### config.mk
export PLATFORM = sky130hd
export DESIGN_NAME = pb_pulser_multi
export DESIGN_NICKNAME = d
export VERILOG_FILES = /design/src/rtl/pb_pulser_pkg.sv /design/src/rtl/pb_pulser_chan.sv /design/src/rtl/pb_pulser_multi.sv
export SDC_FILE = /design/constraint.sdc
export NUM_CORES = 1
export LEC_CHECK = 0
export CAP_MARGIN = 20
export CORE_UTILIZATION = 35
export DETAILED_ROUTE_END_ITERATION = 7
export GPL_TIMING_DRIVEN = 0
export HOLD_SLACK_MARGIN = 0.02
export PLACE_DENSITY = 0.61
export SYNTH_ARGS = -nofsm -noshare
export SYNTH_HDL_FRONTEND = slang
export SYNTH_SLANG_ARGS = --single-unit
### constraint.sdc
create_clock -name clk -period 5.8 [get_ports clk]
set_input_delay 0.87 -clock clk [delete_from_list [all_inputs] [get_ports clk]]
set_output_delay 0.87 -clock clk [all_outputs]
set_load 0.05 [all_outputs]
### src/rtl/pb_pulser_pkg.sv
// Shared definitions for the multi-channel push-button pulser:
// channel FSM state encoding and the counter width helper.
package pb_pulser_pkg;

  // State encodings kept as plain constants so older code can match on them.
  localparam logic [1:0] ST_IDLE     = 2'd0;
  localparam logic [1:0] ST_DB_PRESS = 2'd1;
  localparam logic [1:0] ST_HELD     = 2'd2;
  localparam logic [1:0] ST_DB_REL   = 2'd3;

  typedef enum logic [1:0] {
    IDLE     = ST_IDLE,
    DB_PRESS = ST_DB_PRESS,
    HELD     = ST_HELD,
    DB_REL   = ST_DB_REL
  } pb_state_t;

  // Bits needed to hold values 0..max_val (at least one bit).
  function automatic int cnt_width(input int max_val);
    if (max_val < 2) begin
      return 1;
    end else begin
      return $clog2(max_val + 1);
    end
  endfunction

endpackage

### src/rtl/pb_pulser_chan.sv
// One push-button channel: synchroniser, press/release debounce FSM,
// auto-repeat counter and registered strobe/level outputs.
module pb_pulser_chan
  import pb_pulser_pkg::*;
#(
  parameter int SYNC_STAGES   = 2,
  parameter int DEBOUNCE_CYC  = 50000,
  parameter int REPEAT_EN     = 1,
  parameter int REPEAT_DELAY  = 25000000,
  parameter int REPEAT_PERIOD = 5000000
) (
  input  logic clk,
  input  logic rst,
  input  logic btn,
  output logic pulse,
  output logic rel_pulse,
  output logic level
);

  localparam int REP_MAX = ((REPEAT_DELAY > REPEAT_PERIOD) ? REPEAT_DELAY : REPEAT_PERIOD) - 1;
  localparam int DW      = cnt_width(DEBOUNCE_CYC - 1);
  localparam int RW      = cnt_width(REP_MAX);

  localparam logic [DW-1:0] DB_LAST     = DW'(DEBOUNCE_CYC - 1);
  localparam logic [DW-1:0] DB_ONE      = DW'(1);
  localparam logic [DW-1:0] DB_ZERO     = DW'(0);
  localparam logic [RW-1:0] DELAY_LAST  = RW'(REPEAT_DELAY - 1);
  localparam logic [RW-1:0] PERIOD_LAST = RW'(REPEAT_PERIOD - 1);
  localparam logic [RW-1:0] REP_ONE     = RW'(1);
  localparam logic [RW-1:0] REP_ZERO    = RW'(0);

  logic [SYNC_STAGES-1:0] sync_r;
  logic                   s_s;

  pb_state_t     state_r, state_s;
  logic [DW-1:0] db_cnt_r, db_cnt_s;
  logic [RW-1:0] rep_cnt_r, rep_cnt_s;
  logic [RW-1:0] rep_last_s;
  logic          rep_phase_r, rep_phase_s;  // 0: waiting first repeat, 1: periodic
  logic          pulse_s, rel_s, level_s;

  assign s_s = sync_r[SYNC_STAGES-1];

  // Shift the raw asynchronous button level through the synchroniser chain.
  always_ff @(posedge clk or posedge rst) begin
    if (rst) begin
      sync_r <= '0;
    end else begin
      sync_r <= {sync_r[SYNC_STAGES-2:0], btn};
    end
  end

  // Next-state, counter and strobe decode for the debounce/repeat FSM.
  always_comb begin
    state_s     = state_r;
    db_cnt_s    = db_cnt_r;
    rep_cnt_s   = rep_cnt_r;
    rep_phase_s = rep_phase_r;
    pulse_s     = 1'b0;
    rel_s       = 1'b0;
    level_s     = level;
    rep_last_s  = rep_phase_r ? PERIOD_LAST : DELAY_LAST;

    case (state_r)
      IDLE: begin
        level_s = 1'b0;
        if (s_s) begin
          state_s  = DB_PRESS;
          db_cnt_s = DB_ZERO;
        end else begin
          state_s = IDLE;
        end
      end

      DB_PRESS: begin
        level_s = 1'b0;
        if (!s_s) begin
          state_s = IDLE;
        end else if (db_cnt_r == DB_LAST) begin
          state_s     = HELD;
          pulse_s     = 1'b1;
          level_s     = 1'b1;
          rep_cnt_s   = REP_ZERO;
          rep_phase_s = 1'b0;
        end else begin
          db_cnt_s = db_cnt_r + DB_ONE;
        end
      end

      HELD: begin
        level_s = 1'b1;
        // The repeat counter counts every cycle spent in HELD. A repeat that
        // falls due while the button is dropping is held until HELD resumes.
        if (REPEAT_EN != 0) begin
          if (rep_cnt_r == rep_last_s) begin
            if (s_s) begin
              pulse_s     = 1'b1;
              rep_cnt_s   = REP_ZERO;
              rep_phase_s = 1'b1;
            end else begin
              rep_cnt_s = rep_cnt_r;
            end
          end else begin
            rep_cnt_s = rep_cnt_r + REP_ONE;
          end
        end else begin
          rep_cnt_s = rep_cnt_r;
        end
        if (!s_s) begin
          state_s  = DB_REL;
          db_cnt_s = DB_ZERO;
        end else begin
          state_s = HELD;
        end
      end

      DB_REL: begin
        level_s = 1'b1;
        if (s_s) begin
          state_s = HELD;
        end else if (db_cnt_r == DB_LAST) begin
          state_s = IDLE;
          rel_s   = 1'b1;
          level_s = 1'b0;
        end else begin
          db_cnt_s = db_cnt_r + DB_ONE;
        end
      end

      default: begin
        state_s = IDLE;
        level_s = 1'b0;
      end
    endcase
  end

  // Register FSM state, counters and all outputs.
  always_ff @(posedge clk or posedge rst) begin
    if (rst) begin
      state_r     <= IDLE;
      db_cnt_r    <= DB_ZERO;
      rep_cnt_r   <= REP_ZERO;
      rep_phase_r <= 1'b0;
      pulse       <= 1'b0;
      rel_pulse   <= 1'b0;
      level       <= 1'b0;
    end else begin
      state_r     <= state_s;
      db_cnt_r    <= db_cnt_s;
      rep_cnt_r   <= rep_cnt_s;
      rep_phase_r <= rep_phase_s;
      pulse       <= pulse_s;
      rel_pulse   <= rel_s;
      level       <= level_s;
    end
  end

endmodule

### src/rtl/pb_pulser_multi.sv
// Multi-channel push-button conditioner: one independent channel per button.
module pb_pulser_multi
  import pb_pulser_pkg::*;
#(
  parameter int CHANNELS      = 4,
  parameter int SYNC_STAGES   = 2,
  parameter int DEBOUNCE_CYC  = 50000,
  parameter int REPEAT_EN     = 1,
  parameter int REPEAT_DELAY  = 25000000,
  parameter int REPEAT_PERIOD = 5000000
) (
  input  logic                clk,
  input  logic                rst,
  input  logic [CHANNELS-1:0] btn_in,
  output logic [CHANNELS-1:0] pulse,
  output logic [CHANNELS-1:0] rel_pulse,
  output logic [CHANNELS-1:0] level
);

  for (genvar i = 0; i < CHANNELS; i++) begin : g_chan
    pb_pulser_chan #(
      .SYNC_STAGES   (SYNC_STAGES),
      .DEBOUNCE_CYC  (DEBOUNCE_CYC),
      .REPEAT_EN     (REPEAT_EN),
      .REPEAT_DELAY  (REPEAT_DELAY),
      .REPEAT_PERIOD (REPEAT_PERIOD)
    ) u_chan (
      .clk       (clk),
      .rst       (rst),
      .btn       (btn_in[i]),
      .pulse     (pulse[i]),
      .rel_pulse (rel_pulse[i]),
      .level     (level[i])
    );
  end

endmodule

---- Word-level counts from Yosys, hierarchy flattened ----
Cells that the tools add are included.
word-level totals
  word-level logic and storage cells ...... 260
  input bits .............................. 6
  register bits ........................... 196
  output and inout port bits .............. 12
cells by class
  muxes and demuxes ....................... 136
  add/subtract/negate cells ............... 8
  equal/unequal tests ..................... 60
  reduce and logical (&&, ||, !) cells .... 24
operators by type and width
  operator                                        count
  2-to-1 mux 25 bit                               20
  2-to-1 mux 16 bit                               20
  one-hot mux 16 bit (4 select lines)             4
  one-hot mux 25 bit (2 select lines)             4
  adder 25 x 1 -> 25 bit (second input constant)  4
  == test 25 bit                                  4
  adder 16 x 1 -> 16 bit (second input constant)  4
  == test 16 bit (second input constant)          4
  2-to-1 mux 1 bit                                56
  != test 2 x 1 -> 1 bit (second input constant)  20
  2-to-1 mux 2 bit                                16
  one-hot mux 2 bit (4 select lines)              4
  AND reduction 4 bit                             8
  AND reduction 5 bit                             4
  == test 2 bit (second input constant)           8
  != test 2 bit (second input constant)           8
  one-hot mux 1 bit (2 select lines)              8
  one-hot mux 1 bit (4 select lines)              4
  != test 3 x 1 -> 1 bit (second input constant)  4
  != test 3 x 2 -> 1 bit (second input constant)  4
  != test 3 bit (second input constant)           4
  == test 2 x 1 -> 1 bit (second input constant)  4
  zero test 2 bit                                 4
  AND reduction 2 bit                             4
  nonzero test 2 bit                              4

---- Longest topological paths before layout ----
  depth after elaboration ................. 4
  mapped depth ............................ 10
  gate-level depth less buffers ........... 7

---- Modules after synthesis ----
From an unflattened synthesis, not the netlist that was laid out.
unflattened totals
  cell total of the unflattened synthesis .. 1284
  area total of the unflattened synthesis .. 11925.2 µm²
by module, submodules not included
  module                                  sequential area each (µm²)  cells each  area each (µm²)  times used
  pb_pulser_chan at g_chan[0].u_chan ...  1226.2                      318         2942.8           3
  pb_pulser_chan at g_chan[3].u_chan      1226.2                      330         3096.7           1

---- Worst setup path after synthesis ----
No wires, ideal clock.
  kind .................................... reg-to-reg
  start ................................... reg g_chan[0].u_chan.state_r[0]
  end ..................................... reg g_chan[0].u_chan.db_cnt_r[0]
  cell stages (with the launch flop) ...... 7
  clock period less this slack ............ 2538 ps
  buffers on the path ..................... 1
  data arrival time ....................... 2414 ps
  setup time .............................. 125 ps
  path slack .............................. 3262 ps
  required time ........................... 5675 ps
  cells stage by stage .................... dfrtp_1 inv_1 ha_1 clkbuf_1 a2111oi_0 o21bai_1 mux2_2
between the ends
  word-level cells in the longest chain between the ends .. 3
  elaborated cells on any way between the ends .. 10
  those cells by class .................... eq/ne (7); mux (1); reduce/logical (2)
ends and longest elaborated chain
  what                                                                             RTL line               text
  start: declaration                                                               pb_pulser_chan.sv:35   pb_state_t state_r, state_s;
  start signal: assignment                                                         pb_pulser_chan.sv:148  state_r <= state_s;
  == test 2 bit (tied with other cells)                                            pb_pulser_chan.sv:64   case (state_r)
  != test 2 bit (no source line) / != test 2 x 1 -> 1 bit (equally long branches)  n/a
  AND reduction 4 bit (no source line)                                             n/a
  end signal: assignment                                                           pb_pulser_chan.sv:149  db_cnt_r <= db_cnt_s;
  end: declaration                                                                 pb_pulser_chan.sv:36   logic [DW-1:0] db_cnt_r, db_cnt_s;
Several ways; a longest one is shown, not always the timed one.
A chain may end at the register's enable or synchronous reset.

---- Worst setup path in the final report ----
  start ................................... reg g_chan[1].u_chan.state_r[0]
  end ..................................... reg g_chan[1].u_chan.db_cnt_r[9]
between the ends
  word-level cells in the longest chain between the ends .. 3
  elaborated cells on any way between the ends .. 10
  those cells by class .................... eq/ne (7); mux (1); reduce/logical (2)
ends and longest elaborated chain
  what                                                                             RTL line
  start: declaration                                                               pb_pulser_chan.sv:35
  start signal: assignment                                                         pb_pulser_chan.sv:148
  == test 2 bit (tied with other cells)                                            pb_pulser_chan.sv:64
  != test 2 bit (no source line) / != test 2 x 1 -> 1 bit (equally long branches)  n/a
  AND reduction 4 bit (no source line)                                             n/a
  end signal: assignment                                                           pb_pulser_chan.sv:149
  end: declaration                                                                 pb_pulser_chan.sv:36
Several ways; a longest one is shown, not always the timed one.

==> results.sh <==
export IMPL_outcome="completed"
export IMPL_crit_type="reg -> reg"
export IMPL_reg2reg_from="g_chan[1].u_chan.state_r[0]"
export IMPL_syn_area_mm2=0.0114
export IMPL_dr_pass1_iters=5
export IMPL_max_stage_delay_ns=0.71
export IMPL_power_leakage_nw=5.02
export IMPL_wl_per_cell_um=14.4
export IMPL_post_route_period_util=0.528
export IMPL_clockBufferDepth=2
export IMPL_syn_nets=1250
export IMPL_io_pins=18
export IMPL_path_clk_slew_ns=0.07
export IMPL_clock_latency_ns=0.44
export IMPL_ys_flop_type="dfrtp_1"
export IMPL_ys_seq_area_frac=0.431
export IMPL_grt_use_total=0.156
export IMPL_clock_power_share=0.287
export IMPL_wl_um=24600
export IMPL_ir_drop_uv=245
export IMPL_fillers=3119
export IMPL_yosys_warnings=0
export IMPL_cts_buffers=17
export IMPL_dp_hpwl_um=17600
export IMPL_tightest_slew_ns=0.911
export IMPL_avgSynthCellArea_um2=9.35
export IMPL_crit_path_end_kind="register"
export IMPL_path_cells="inv_1, ha_1, clkbuf_1, nand2b_1, a211oi_1, a21oi_1, clkbuf_1, or3_1, a21oi_1"
export IMPL_grt_pass1_vias=8874
export IMPL_seq_power_share=0.360
export IMPL_dieHeight_um=182
export IMPL_grt_overflow_total=0
export IMPL_root_buffer="clkbuf_16"
export IMPL_hold_end="g_chan[2].u_chan.sync_r[1]"
export IMPL_vias=9295
export IMPL_setup_viol=0
export IMPL_syn_to_final_growth_pct=12.7
export IMPL_period_needed_ns=3.06
export IMPL_cts_tree="yes"
export IMPL_crit_path_start_kind="register"
export IMPL_dieArea_mm2=0.0332
export IMPL_via_per_inst=5.44
export IMPL_drv_slew=0
export IMPL_slowest_stage="a211oi_1"
export IMPL_drc=0
export IMPL_hold_class="reg -> reg"
export IMPL_nNetsFinal=1293
export IMPL_grt_setup_unrepaired="no"
export IMPL_drv_cap=0
export IMPL_switching_share=0.392
export IMPL_place_gp_congestion=0.818
export IMPL_layout_drive_gt1_share=0.0786
export IMPL_ant_nets=0
export IMPL_grt_max_degree=42
export IMPL_core_mm2=0.0318
export IMPL_place_port_buffers=17
export IMPL_rows=65
export IMPL_finalHoldViolCount=0
export IMPL_required_ns=6.16
export IMPL_p_total_w=0.00428
export IMPL_drt_iter0_markers=495
export IMPL_synth_cell_types=79
export IMPL_min_path_cells=0
export IMPL_reg2regPathDepth=9
export IMPL_fmax_mhz=327
export IMPL_cts_hold_buf=0
export IMPL_cts_num_sinks=196
export IMPL_cts_resized=0
export IMPL_r2r_end="g_chan[1].u_chan.db_cnt_r[9]"
export IMPL_p_per_area_mw_per_mm2=334
export IMPL_diodes=0
export IMPL_htreeDepth=4
export IMPL_relSlewSlack=0.387
export IMPL_grt_pass1_wl_um=43400
export IMPL_post_cts_buffers=0
export IMPL_start_util=0.358
export IMPL_pwr_share_comb=0.352
export IMPL_p_sw_w=0.00168
export IMPL_hp_start="g_chan[2].u_chan.sync_r[0]"
export IMPL_die_w_um=182
export IMPL_worstPathMaxFanout=10
export IMPL_final_core_utilization=0.403
export IMPL_synth_seq_cells=196
export IMPL_fin_tns_setup_ns=0
export IMPL_synthCells=1217
export IMPL_synth_edff_count=0
export IMPL_ys_async_sr_fraction=1.00
export IMPL_r2r_slack_ns=2.74
export IMPL_antenna_found_initial=0
export IMPL_cp_arrival_ns=3.42
export IMPL_intPower_w=0.00260
export IMPL_fin_worst_skew_ns=0.0116
[flip-flops by register name (all words and copies together) (netlist names), named ones only]
register / count
g_chan.u_chan.pulse: 4
g_chan.u_chan.sync_r: 8
g_chan.u_chan.rel_pulse: 4
g_chan.u_chan.db_cnt_r: 64
g_chan.u_chan.level: 4
g_chan.u_chan.rep_phase_r: 4
g_chan.u_chan.state_r: 4
g_chan.u_chan.rep_cnt_r: 100
[through the flow]
stage                     setup slack (ns)  hold slack, ns  std cells  instance area [um2]
after floorplan                       2.40           0.331       1217                11400
after global placement               0.711           0.333       1669                12100
after detailed placement              2.78           0.336       1675                12200
after CTS                             2.77           0.352       1707                12800
after global routing                  2.41           0.354       1708                12800
final                                 2.74           0.343       1708                12800
[per-layer routing]
metal	vias to the layer above	wire length, um	GRT usage
met2	85	11500	0.254
li1	4645	-	-
met1	4549	12300	0.217
met5	-	0	0
met3	16	529	0.0218
met4	0	241	0.0403
[cell usage in the layout (no fill, tap or decap), drive strengths merged, types with 7 or more instances in the layout]
cell / n
or4: 47
or4b: 8
dfrtp: 196
and4: 21
clkdlybuf4s50: 17
a21oi: 89
xnor2: 36
xor2: 32
o21ai: 50
or3: 28
nor2: 107
nor4: 10
and2: 9
nor3: 30
a211oi: 16
ha: 27
buf: 37
nand2: 76
nand4: 64
clkbuf: 58
nand4b: 7
mux2: 8
mux2i: 8
nor4b: 11
o41ai: 8
nand2b: 7
and3: 22
nand3: 59
o31ai: 43
inv: 43
[how the worst max path moves through the flow]
| stage | slack [ns] | end | from | cells past startpoint |
|---|---|---|---|---|
| 3_5_place_dp | 2.78 | g_chan[1].u_chan.db_cnt_r[6] | g_chan[1].u_chan.state_r[0] | 9 |
| 3_3_place_gp | 0.71 | g_chan[0].u_chan.pulse | rst | 2 |
| 5_1_grt | 2.41 | g_chan[1].u_chan.rep_cnt_r[12] | g_chan[1].u_chan.db_cnt_r[11] | 7 |
| 4_1_cts | 2.77 | g_chan[1].u_chan.db_cnt_r[9] | g_chan[1].u_chan.state_r[0] | 9 |
| 6_report | 2.74 | g_chan[1].u_chan.db_cnt_r[9] | g_chan[1].u_chan.state_r[0] | 9 |
| 2_1_floorplan | 2.40 | async pin | rst | 1 |
[cells in the mapped netlist (all sizes together), types with 4 or more instances]
library cell	instances	area [um2]
or3	28	175
or4	47	357
nand2b	7	43.8
a211o	6	52.6
o41ai	8	126
nor2b	4	25.0
and3	22	138
and2	9	56.3
a21o	5	37.5
xnor2	36	315
or4b	8	91.3
inv	42	158
nor2	107	402
nand3	59	313
nor4b	11	103
a31oi	4	25.0
buf	30	205
nor3b	5	37.5
xor2	32	280
nor4	10	62.6
ha	27	338
a2111oi	6	52.6
o31ai	43	323
nand4b	7	61.3
clkbuf	37	139
dfrtp	196	4900
o21ai	50	250
or4bb	5	56.3
nand3b	4	30.0
or2	5	31.3
nor3	30	150
nand2	76	298
o22ai	5	31.3
and4	21	184
mux2	8	90.1
nand4	64	400
a21oi	89	460
nor4bb	6	60.1
and4b	5	50.1
a211oi	16	125
mux2i	8	80.1
[cell type report]
cell class	instances	area [um2]	area share
Timing Repair Buffer	24	280	0.0219
Sequential cell	196	4900	0.383
Buffer	67	344	0.0269
Inverter	42	161	0.0126
Tap cell	435	544	0.0425
Clock inverter	11	150	0.0117
Clock buffer	21	460	0.0359
Multi-Input combinational cell	912	5970	0.466
[worst max-delay path: cells and delay by family, from the launching register on]
| kind | cells | cell delay (ns) |
|---|---|---|
| AO/OA/AOI/OAI | 3 | 1.11 |
| adder cells (fa/ha/maj) | 1 | 0.21 |
| buffers and inverters | 3 | 0.63 |
| flip-flops | 1 | 0.42 |
| AND/OR/NAND/NOR | 2 | 0.60 |
[power groups by stage]
stage	clock, W	sequential [W]	combinational, W
2_1_floorplan	0	0.00155	0.00110
3_3_place_gp	0	0.00156	0.00148
3_5_place_dp	0	0.00157	0.00151
4_1_cts	0.00126	0.00154	0.00152
5_1_grt	0.00132	0.00155	0.00170
6_report	0.00123	0.00154	0.00151
[cell families (layout without fill, tap and decap cells)]
kind of cell	after synthesis	after routing	synth area share
AND/OR/NAND/NOR	544	544	0.278
AO/OA/AOI/OAI	257	257	0.150
flip-flops	196	196	0.431
XOR/XNOR	68	68	0.0524
buffers and inverters	109	165	0.0441
adder cells (fa/ha/maj)	27	27	0.0297
multiplexers	16	16	0.0150
No activity file was read; power rests on OpenSTA's default activity.
